===== src/rtl/if_pkg.sv =====
// Shared types and constants for the instruction prefetch unit.
package if_pkg;

    localparam logic [31:0] PC_STEP          = 32'd4;
    localparam logic [31:0] DEFAULT_RESET_PC = 32'h0000_0000;

    typedef struct packed {
        logic [31:0] pc;
        logic [31:0] inst;
    } fetch_entry_t;

endpackage


===== src/rtl/if_inst_fifo.sv =====
// Synchronous instruction buffer holding {pc, inst} entries.
// Flush empties it in one cycle; pointers wrap modulo DEPTH.
module if_inst_fifo
    import if_pkg::*;
#(
    parameter int DEPTH = 4
) (
    input  logic                       clk,
    input  logic                       rst_n,
    input  logic                       flush,
    input  logic                       push,
    input  fetch_entry_t               push_data,
    input  logic                       pop,
    output fetch_entry_t               head,
    output logic [$clog2(DEPTH+1)-1:0] count
);

    localparam int AW = (DEPTH > 1) ? $clog2(DEPTH) : 1;
    localparam int CW = $clog2(DEPTH + 1);

    fetch_entry_t  mem [DEPTH];
    logic [AW-1:0] wr_ptr;
    logic [AW-1:0] rd_ptr;

    always_ff @(posedge clk or negedge rst_n) begin
        if (!rst_n) begin
            wr_ptr <= '0;
            rd_ptr <= '0;
            count  <= '0;
            for (int i = 0; i < DEPTH; i++) begin
                mem[i] <= '0;
            end
        end else if (flush) begin
            wr_ptr <= '0;
            rd_ptr <= '0;
            count  <= '0;
        end else begin
            if (push) begin
                mem[wr_ptr] <= push_data;
                wr_ptr      <= wr_ptr + AW'(1);
            end
            if (pop) begin
                rd_ptr <= rd_ptr + AW'(1);
            end
            if (push && !pop) begin
                count <= count + CW'(1);
            end else if (pop && !push) begin
                count <= count - CW'(1);
            end
        end
    end

    assign head = mem[rd_ptr];

endmodule


===== src/rtl/if_prefetch_unit.sv =====
// Instruction fetch stage with multiple outstanding requests and a PC-tagged buffer.
// Optional IF_PREFETCH_BYPASS_EN: zero-latency path from response to IR when the buffer is empty.
module if_prefetch_unit
    import if_pkg::*;
#(
    parameter int          FIFO_DEPTH      = 4,
    parameter int          MAX_OUTSTANDING = 2,
    parameter logic [31:0] RESET_PC        = DEFAULT_RESET_PC
) (
    input  logic        clk,
    input  logic        rst_n,
    output logic [31:0] PC,
    output logic        Inst_Req_Valid,
    input  logic        Inst_Req_Ready,
    input  logic [31:0] Instruction,
    input  logic        Inst_Valid,
    output logic        Inst_Ready,
    output logic [31:0] IR,
    output logic [31:0] IR_PC,
    output logic        Done_O,
    input  logic        Next_Ready,
    input  logic [31:0] next_PC,
    input  logic        Feedback_Branch,
    input  logic        Feedback_Mem_Acc
);

    localparam int            OW      = $clog2(MAX_OUTSTANDING + 1);
    localparam int            CW      = $clog2(FIFO_DEPTH + 1);
    localparam logic [OW-1:0] MAX_OUT = OW'(MAX_OUTSTANDING);

    logic          running;
    logic [OW-1:0] outstanding;
    logic [OW-1:0] outstanding_nxt;
    logic [OW-1:0] discard;
    logic [OW-1:0] discard_nxt;
    logic [31:0]   fetch_pc;
    logic [31:0]   resp_pc;
    logic [31:0]   target_pc;
    logic [31:0]   reserved;
    logic [CW-1:0] fifo_count;
    logic          req_fire;
    logic          resp_fire;
    logic          resp_dec;
    logic          keep;
    logic          push;
    logic          pop;
    fetch_entry_t  head;
    fetch_entry_t  resp_entry;

    assign target_pc = next_PC & ~32'h3;

    // Buffered entries plus responses still owed to us; stale responses are not counted.
    assign reserved = 32'(fifo_count) + 32'(outstanding) - 32'(discard);

    assign Inst_Ready     = running;
    assign PC             = fetch_pc;
    assign Inst_Req_Valid = running && !Feedback_Branch && !Feedback_Mem_Acc
                            && (outstanding < MAX_OUT) && (reserved < 32'(FIFO_DEPTH));

    assign req_fire   = Inst_Req_Valid && Inst_Req_Ready;
    assign resp_fire  = Inst_Valid && Inst_Ready;
    assign resp_dec   = resp_fire && (outstanding != '0);
    assign keep       = resp_fire && !Feedback_Branch && (discard == '0);
    assign resp_entry = '{pc: resp_pc, inst: Instruction};
    assign pop        = (fifo_count != '0) && Next_Ready && !Feedback_Branch;

`ifdef IF_PREFETCH_BYPASS_EN
    logic bypass_hit;
    assign bypass_hit = keep && (fifo_count == '0);
    assign push       = keep && !(bypass_hit && Next_Ready);
    assign Done_O     = (fifo_count != '0) || bypass_hit;
    assign IR         = bypass_hit ? Instruction : head.inst;
    assign IR_PC      = bypass_hit ? resp_pc : head.pc;
`else
    assign push   = keep;
    assign Done_O = (fifo_count != '0);
    assign IR     = head.inst;
    assign IR_PC  = head.pc;
`endif

    always_comb begin
        outstanding_nxt = outstanding;
        if (req_fire && !resp_dec) begin
            outstanding_nxt = outstanding + OW'(1);
        end else if (!req_fire && resp_dec) begin
            outstanding_nxt = outstanding - OW'(1);
        end

        discard_nxt = discard;
        if (Feedback_Branch) begin
            discard_nxt = outstanding_nxt;
        end else if (resp_fire && (discard != '0)) begin
            discard_nxt = discard - OW'(1);
        end
    end

    always_ff @(posedge clk or negedge rst_n) begin
        if (!rst_n) begin
            running     <= 1'b0;
            outstanding <= '0;
            discard     <= '0;
            fetch_pc    <= RESET_PC;
            resp_pc     <= RESET_PC;
        end else begin
            running     <= 1'b1;
            outstanding <= outstanding_nxt;
            discard     <= discard_nxt;
            if (Feedback_Branch) begin
                fetch_pc <= target_pc;
                resp_pc  <= target_pc;
            end else begin
                if (req_fire) begin
                    fetch_pc <= fetch_pc + PC_STEP;
                end
                if (keep) begin
                    resp_pc <= resp_pc + PC_STEP;
                end
            end
        end
    end

    if_inst_fifo #(
        .DEPTH (FIFO_DEPTH)
    ) u_fifo (
        .clk       (clk),
        .rst_n     (rst_n),
        .flush     (Feedback_Branch),
        .push      (push),
        .push_data (resp_entry),
        .pop       (pop),
        .head      (head),
        .count     (fifo_count)
    );

endmodule


===== config.mk =====
export PLATFORM = sky130hd
export DESIGN_NAME = if_prefetch_unit
export DESIGN_NICKNAME = d
export VERILOG_FILES = /design/src/rtl/if_pkg.sv /design/src/rtl/if_inst_fifo.sv /design/src/rtl/if_prefetch_unit.sv
export SDC_FILE = /design/constraint.sdc
export NUM_CORES = 1
export LEC_CHECK = 0
export CAP_MARGIN = 20
export CORE_UTILIZATION = 35
export CTS_CLUSTER_DIAMETER = 40
export DETAILED_ROUTE_END_ITERATION = 8
export PLACE_DENSITY_LB_ADDON = 0.12
export SLEW_MARGIN = 40
export SYNTH_ARGS = -nofsm -noshare
export SYNTH_HDL_FRONTEND = slang
export SYNTH_SLANG_ARGS = --single-unit

===== constraint.sdc =====
create_clock -name clk -period 3.45 [get_ports clk]
set_input_delay 0.69 -clock clk [delete_from_list [all_inputs] [get_ports clk]]
set_output_delay 0.69 -clock clk [all_outputs]
set_load 0.02 [all_outputs]

* Word-level counts from Yosys, hierarchy flattened
Cells that the tools add are included.
Cells by class: $add $sub $neg 11, multipliers 0, divide/modulo/power cells 0, $lt $le $gt $ge 5, equal/unequal tests 0, shift-type cells 0, mux-type cells 21, bitwise logic cells 3, reductions and logical operators 33
Operator list (number):
- 256-bit bitwise mux | 1
- 64-bit 2-to-1 mux | 3
- 64-bit binary-select mux with 2-bit select | 1
- 64-bit demux with 2-bit select | 1
- 32-bit 2-to-1 mux | 4
- 32-bit by 3-bit adder with 32-bit output (second input constant) | 2
- 32-bit by 3-bit < comparator with 1-bit output (second input constant) | 1
- 1-bit logical AND | 17
- 2-bit 2-to-1 mux | 8
- 2-bit nonzero test | 6
- 3-bit 2-to-1 mux | 3
- 2-bit by 1-bit adder with 2-bit output (second input constant) | 3
- 3-bit >= comparator (second input constant) | 2
- 1-bit logical NOT | 6
- 2-bit NOT with 3-bit output | 2
- 3-bit nonzero test | 2
- 4-bit by 2-bit subtractor with 5-bit output | 1
- 3-bit by 2-bit adder with 4-bit output | 1
- 2-bit by 1-bit subtractor with 2-bit output (second input constant) | 2
- 3-bit by 1-bit adder with 3-bit output (second input constant) | 1
- 3-bit by 1-bit < comparator with 1-bit output (second input constant) | 1
- 3-bit by 1-bit subtractor with 3-bit output (second input constant) | 1
- 2-bit logical NOT | 1
- 2-bit < comparator (second input constant) | 1
- 2 further kinds | 2
Word-level totals: bits in registers 332, latch bits 0, bits in writable memories 0, memory bits (read-only) 0, input bits 71, output and inout port bits 99, word-level logic and storage cells 89, memories kept 0

* Longest topological paths before layout
word-level depth 11, gate-level depth with buffers 11, depth with buffers taken out 9

* By module
From an unflattened synthesis, not the netlist that was laid out.
Unflattened totals: cell total of the unflattened synthesis 1103, area, all modules 16727.3 um^2
By module, submodules not included:
- if_inst_fifo | instances 1, cells an instance 657, area an instance 12694.7 um^2, seq. area each 6581.3 um^2
- if_prefetch_unit | instances 1, cells an instance 446, area an instance 4032.6 um^2, seq. area each 1626.6 um^2

* Worst setup path before layout
Ideal clock, no wire load.
path type reg-to-output, start point register outstanding[1], end point output port Inst_Req_Valid, arrival time 2.296 ns, required time 2.760 ns, path slack 0.464 ns, cell stages (with the launch flop) 8, path buffers 0, cells stage by stage dfrtp_1 inv_1 fa_1 inv_1 ha_1 and3b_1 or4_4 a21oi_1
On the way: word-level cells in the longest chain between the ends 4, elaborated cells on any way between the ends 6, those cells by class add/sub (2); order compare (2); reduce/logical (2)
Ends and longest elaborated chain:
- from (decl) | RTL line if_prefetch_unit.sv:32 | logic [OW-1:0] outstanding;
- from (signal assigned) | RTL line if_prefetch_unit.sv:106 | outstanding <= outstanding_nxt;
- 3-bit by 2-bit adder with 4-bit output | RTL line if_prefetch_unit.sv:53 | assign reserved = 32'(fifo_count) + 32'(outstanding) - 32'(discard);
- 4-bit by 2-bit subtractor with 5-bit output | RTL line if_prefetch_unit.sv:53
- 32-bit by 3-bit < comparator with 1-bit output | RTL line if_prefetch_unit.sv:58 | && (outstanding < MAX_OUT) && (reserved < 32'(FIFO_DEPTH));
- 1-bit logical AND (*) | RTL line if_prefetch_unit.sv:58
- to (decl) | RTL line if_prefetch_unit.sv:13 | output logic Inst_Req_Valid,
Every way passes the cells marked *; elsewhere a longest branch is shown, timed or not.

* Worst setup path in the final report
Same ends and word-level chain as after synthesis.

==> metrics.md <==
| Metric | Value |
|---|---|
| Status | `finished, violations left` |
| Failing checks | `setup timing` |
| Placement Rows | `75` |
| Synth-to-layout area growth | `30.6%` |
| Required @ worst endpoint | `around 2800 ps` |
| Area occupied by registers | `8010 sq um` |
| Initial Util | `0.356` |
| IO Count | `between 150 and 200` |
| Ys flop type | `dfrtp_1` |
| Final setup fails | `1` |
| Post-synth top area share | `0.534` |
| Max-cap violations | `0` |
| Core footprint | `42100 sq um` |
| Total Wirelength | `38.2 mm` |
| CTS sink cnt | `320` |
| Largest net degree at the start of global routing | `87` |
| # diodes | `0` |
| Clk Latency, worst-skew pair | `a little under 600 ps` |
| Mapped Area | `15000 sq um` |
| Num CTS Buffers | `60` |
| Synth area leaders | `dfrtp_1 (53%), mux2_2 (17%), mux4_2 (9.3%)` |
| DP HPWL | `25.5 mm` |
| Unrepaired setup endpoints after global routing | `yes` |
| CP arrival | `2800 ps` |
| Period utilization | `1.01` |
| DP Cell Count | `1794` |
| Clock transition at the registers of the reported paths | `50 ps` |
| Die extent in x | `209 microns` |
| Crit-path max FO | `2` |
| Sw power | `4.33 mW` |
| Grt ovf | `0` |
| Worst-Margin Slew | `850 ps` |
| Antenna violations before repair | `0` |
| Number of nets in the layout | `1403` |
| Startpoint types | `flip-flop` |
| Worst r2r dst | `PC[19]` |
| Post-synth top area cell | `dfrtp_1` |
| PwrDens | `764 nW/um^2` |
| Sequential power share | `0.329` |
| Post-synth EDFFs | `0` |
| CTS tree | `yes` |
| PortBufs | `163` |
| WHS | `approximately 100 ps` |
| Int Power | `10.6 mW` |
| Most frequent cells after synthesis | `dfrtp_1 (320), mux2_2 (232), nand2_1 (76), mux4_2 (62), o21ai_0 (53)` |
| Max Freq | `286 MHz` |
| Post-CTS Hold Fix Bufs | `0` |
| Max Slew Vio Count | `0` |
| First-pass GRT wire length | `61.4 mm` |
| CTS Buffer Depth | `3` |
| Via density | `5.19` |
| Design Area, Final | `19600 sq um` |
| Pre-CTS setup slack | `slightly below 40 ps` |
| Root Buffer | `clkbuf_16` |
| Detail Route Antenna Nets | `0` |
| CP Capture Type | `primary output` |
| Fraction of layout cells with a size suffix above 1 | `0.335` |
| Combinational share of power | `0.272` |
| Post-synthesis instance total | `1133` |
| R2R depth | `11` |
| Overall routing resource usage | `0.180` |
| Final Instance Count excl. Fillers | `1908` |
| Most frequent cell after synthesis | `dfrtp_1` |
| Clock power share | `0.399` |
| Iteration count of the initial detailed-routing pass | `4` |
| Mean Syn Cell Area | `13.2 sq um` |
| Sw Ratio | `0.289` |
| Yosys cell types | `50` |
| Worst Clk Skew | `27.6 ps` |
| Worst setup path class | `flip-flop to primary output` |
| Vias in the first global route | `10679` |
| FF+latch count, synth | `320` |
| Worst r2r src | `outstanding[1]` |
| Die ar. | `~44000 sq um` |
| Leak pwr | `8.65 nW` |
| Global placement routability congestion | `~0.77` |
| Y dimension of the die | `209 microns` |
| Via count | `9894` |
| Placed Area | `17500 sq um` |
| VDD IR-drop max | `361 uV` |
| Setup ws final | `-40.8 ps` |
| PnR Total Power | `about 15 mW` |
| Drt wl/cell | `roughly 20 microns` |
| Hold WC Path Type | `input port to asynchronous set/reset pin` |
| Post-synthesis sequential area ratio | `0.534` |
| Relative slew slack | `0.431` |
| DR iter-0 viols | `447` |
| Fillers | `3794` |
| Post-route DRC | `0` |
| Final Hold Vio Count | `0` |
| Post-layout minimum cycle time | `between 3000 and 4000 ps` |
| Worst R2R Setup Slack | `260 ps` |
| H-tree lvl count | `2` |
| Ys async rst share | `1.00` |
| Synth warnings | `0` |
| Multi-input logic area | `6580 sq um` |
## power groups by stage
stage | Combinational, mW | Clock, mW | Sequential [mW]
after global placement | 4.05 | 0 | 4.97
after CTS | 4.16 | 6.13 | 4.92
after global routing | 4.38 | 6.29 | 5.02
after floorplan | 2.46 | 0 | 4.83
final | 4.07 | 5.98 | 4.92
after detailed placement | 4.10 | 0 | 5.00
## cell type report
type,count,share of cell area
flip-flops and latches,320,0.409
multi-input cells,706,0.336
repair buffers,202,0.108
clock buffers,84,0.0900
well taps,539,0.0344
clock inverters,29,0.0175
inverters,28,0.00536
## cells by family (layout without fill, tap and decap cells)
family                   count (synthesis)  in the layout  synth area share
flip-flops                             320            320             0.534
multiplexers                           302            302             0.273
AND/OR/NAND/NOR                        234            234            0.0793
AO/OA/AOI/OAI                          115            115            0.0491
buffers and inverters                  110            343            0.0308
XOR/XNOR                                36             36            0.0210
adder cells (fa/ha/maj)                 14             14            0.0127
other                                    2              5          0.000501
## through the flow
| step | TNS [ps] | util |
|---|---|---|
| 6_report | -40.8 | 0.465 |
| 5_1_grt | -162 | 0.465 |
| 4_1_cts | -94.6 | 0.465 |
| 3_5_place_dp | 0 | 0.414 |
| 3_3_place_gp | 0 | 0.414 |
| 2_1_floorplan | 0 | - |
## worst max-delay path, stage by stage (launching register included)
cell	delay [ps]
dfrtp_1	360
inv_2	60
fa_1	530
inv_1	40
ha_1	270
and3b_1	170
or4_4	510
a21oi_4	140
buf_6	130
## repair_timing
action                                 4_1_cts  5_1_grt
setup buffers                                1        0
endpoints found under the hold margin        0        0
setup endpoints to repair                   32        2
resized for setup                            9        1
## cells in the final DEF, fill, tap and decap left out, types with 27 or more instances in the layout
master	synthesis	routed
mux2_2	232	232
inv_1	28	27
nand3_1	33	33
o21ai_0	53	53
mux4_2	62	62
xnor2_1	31	31
nand2_1	76	72
clkbuf_16	0	61
clkdlybuf4s50_1	0	160
dfrtp_1	320	318
## routing by layer
| layer | up-vias | GRT usage | routed length, microns |
|---|---|---|---|
| li1 | 4544 | - | - |
| met2 | 232 | 0.288 | 17900 |
| met4 | 0 | 0.0565 | 755 |
| met5 | - | 0 | 0 |
| met3 | 56 | 0.0316 | 1500 |
| met1 | 5062 | 0.249 | 18100 |
## how the worst max path moves through the flow
stage	startpoint	endpoint	cells after the start
after floorplan	outstanding[1]	Inst_Req_Valid	7
after global placement	outstanding[1]	Inst_Req_Valid	8
after detailed placement	outstanding[1]	Inst_Req_Valid	8
after CTS	outstanding[1]	Inst_Req_Valid	8
after global routing	outstanding[1]	Inst_Req_Valid	8
final	outstanding[1]	Inst_Req_Valid	8
## sequential cells by signal (all words and copies together), names as in the netlist, 2 cells and up
register	flops
PC	30
resp_pc	30
discard	2
u_fifo.count	3
u_fifo.wr_ptr	2
outstanding	2
u_fifo.mem	248
u_fifo.rd_ptr	2
No activity file was read; power rests on OpenSTA's default activity.
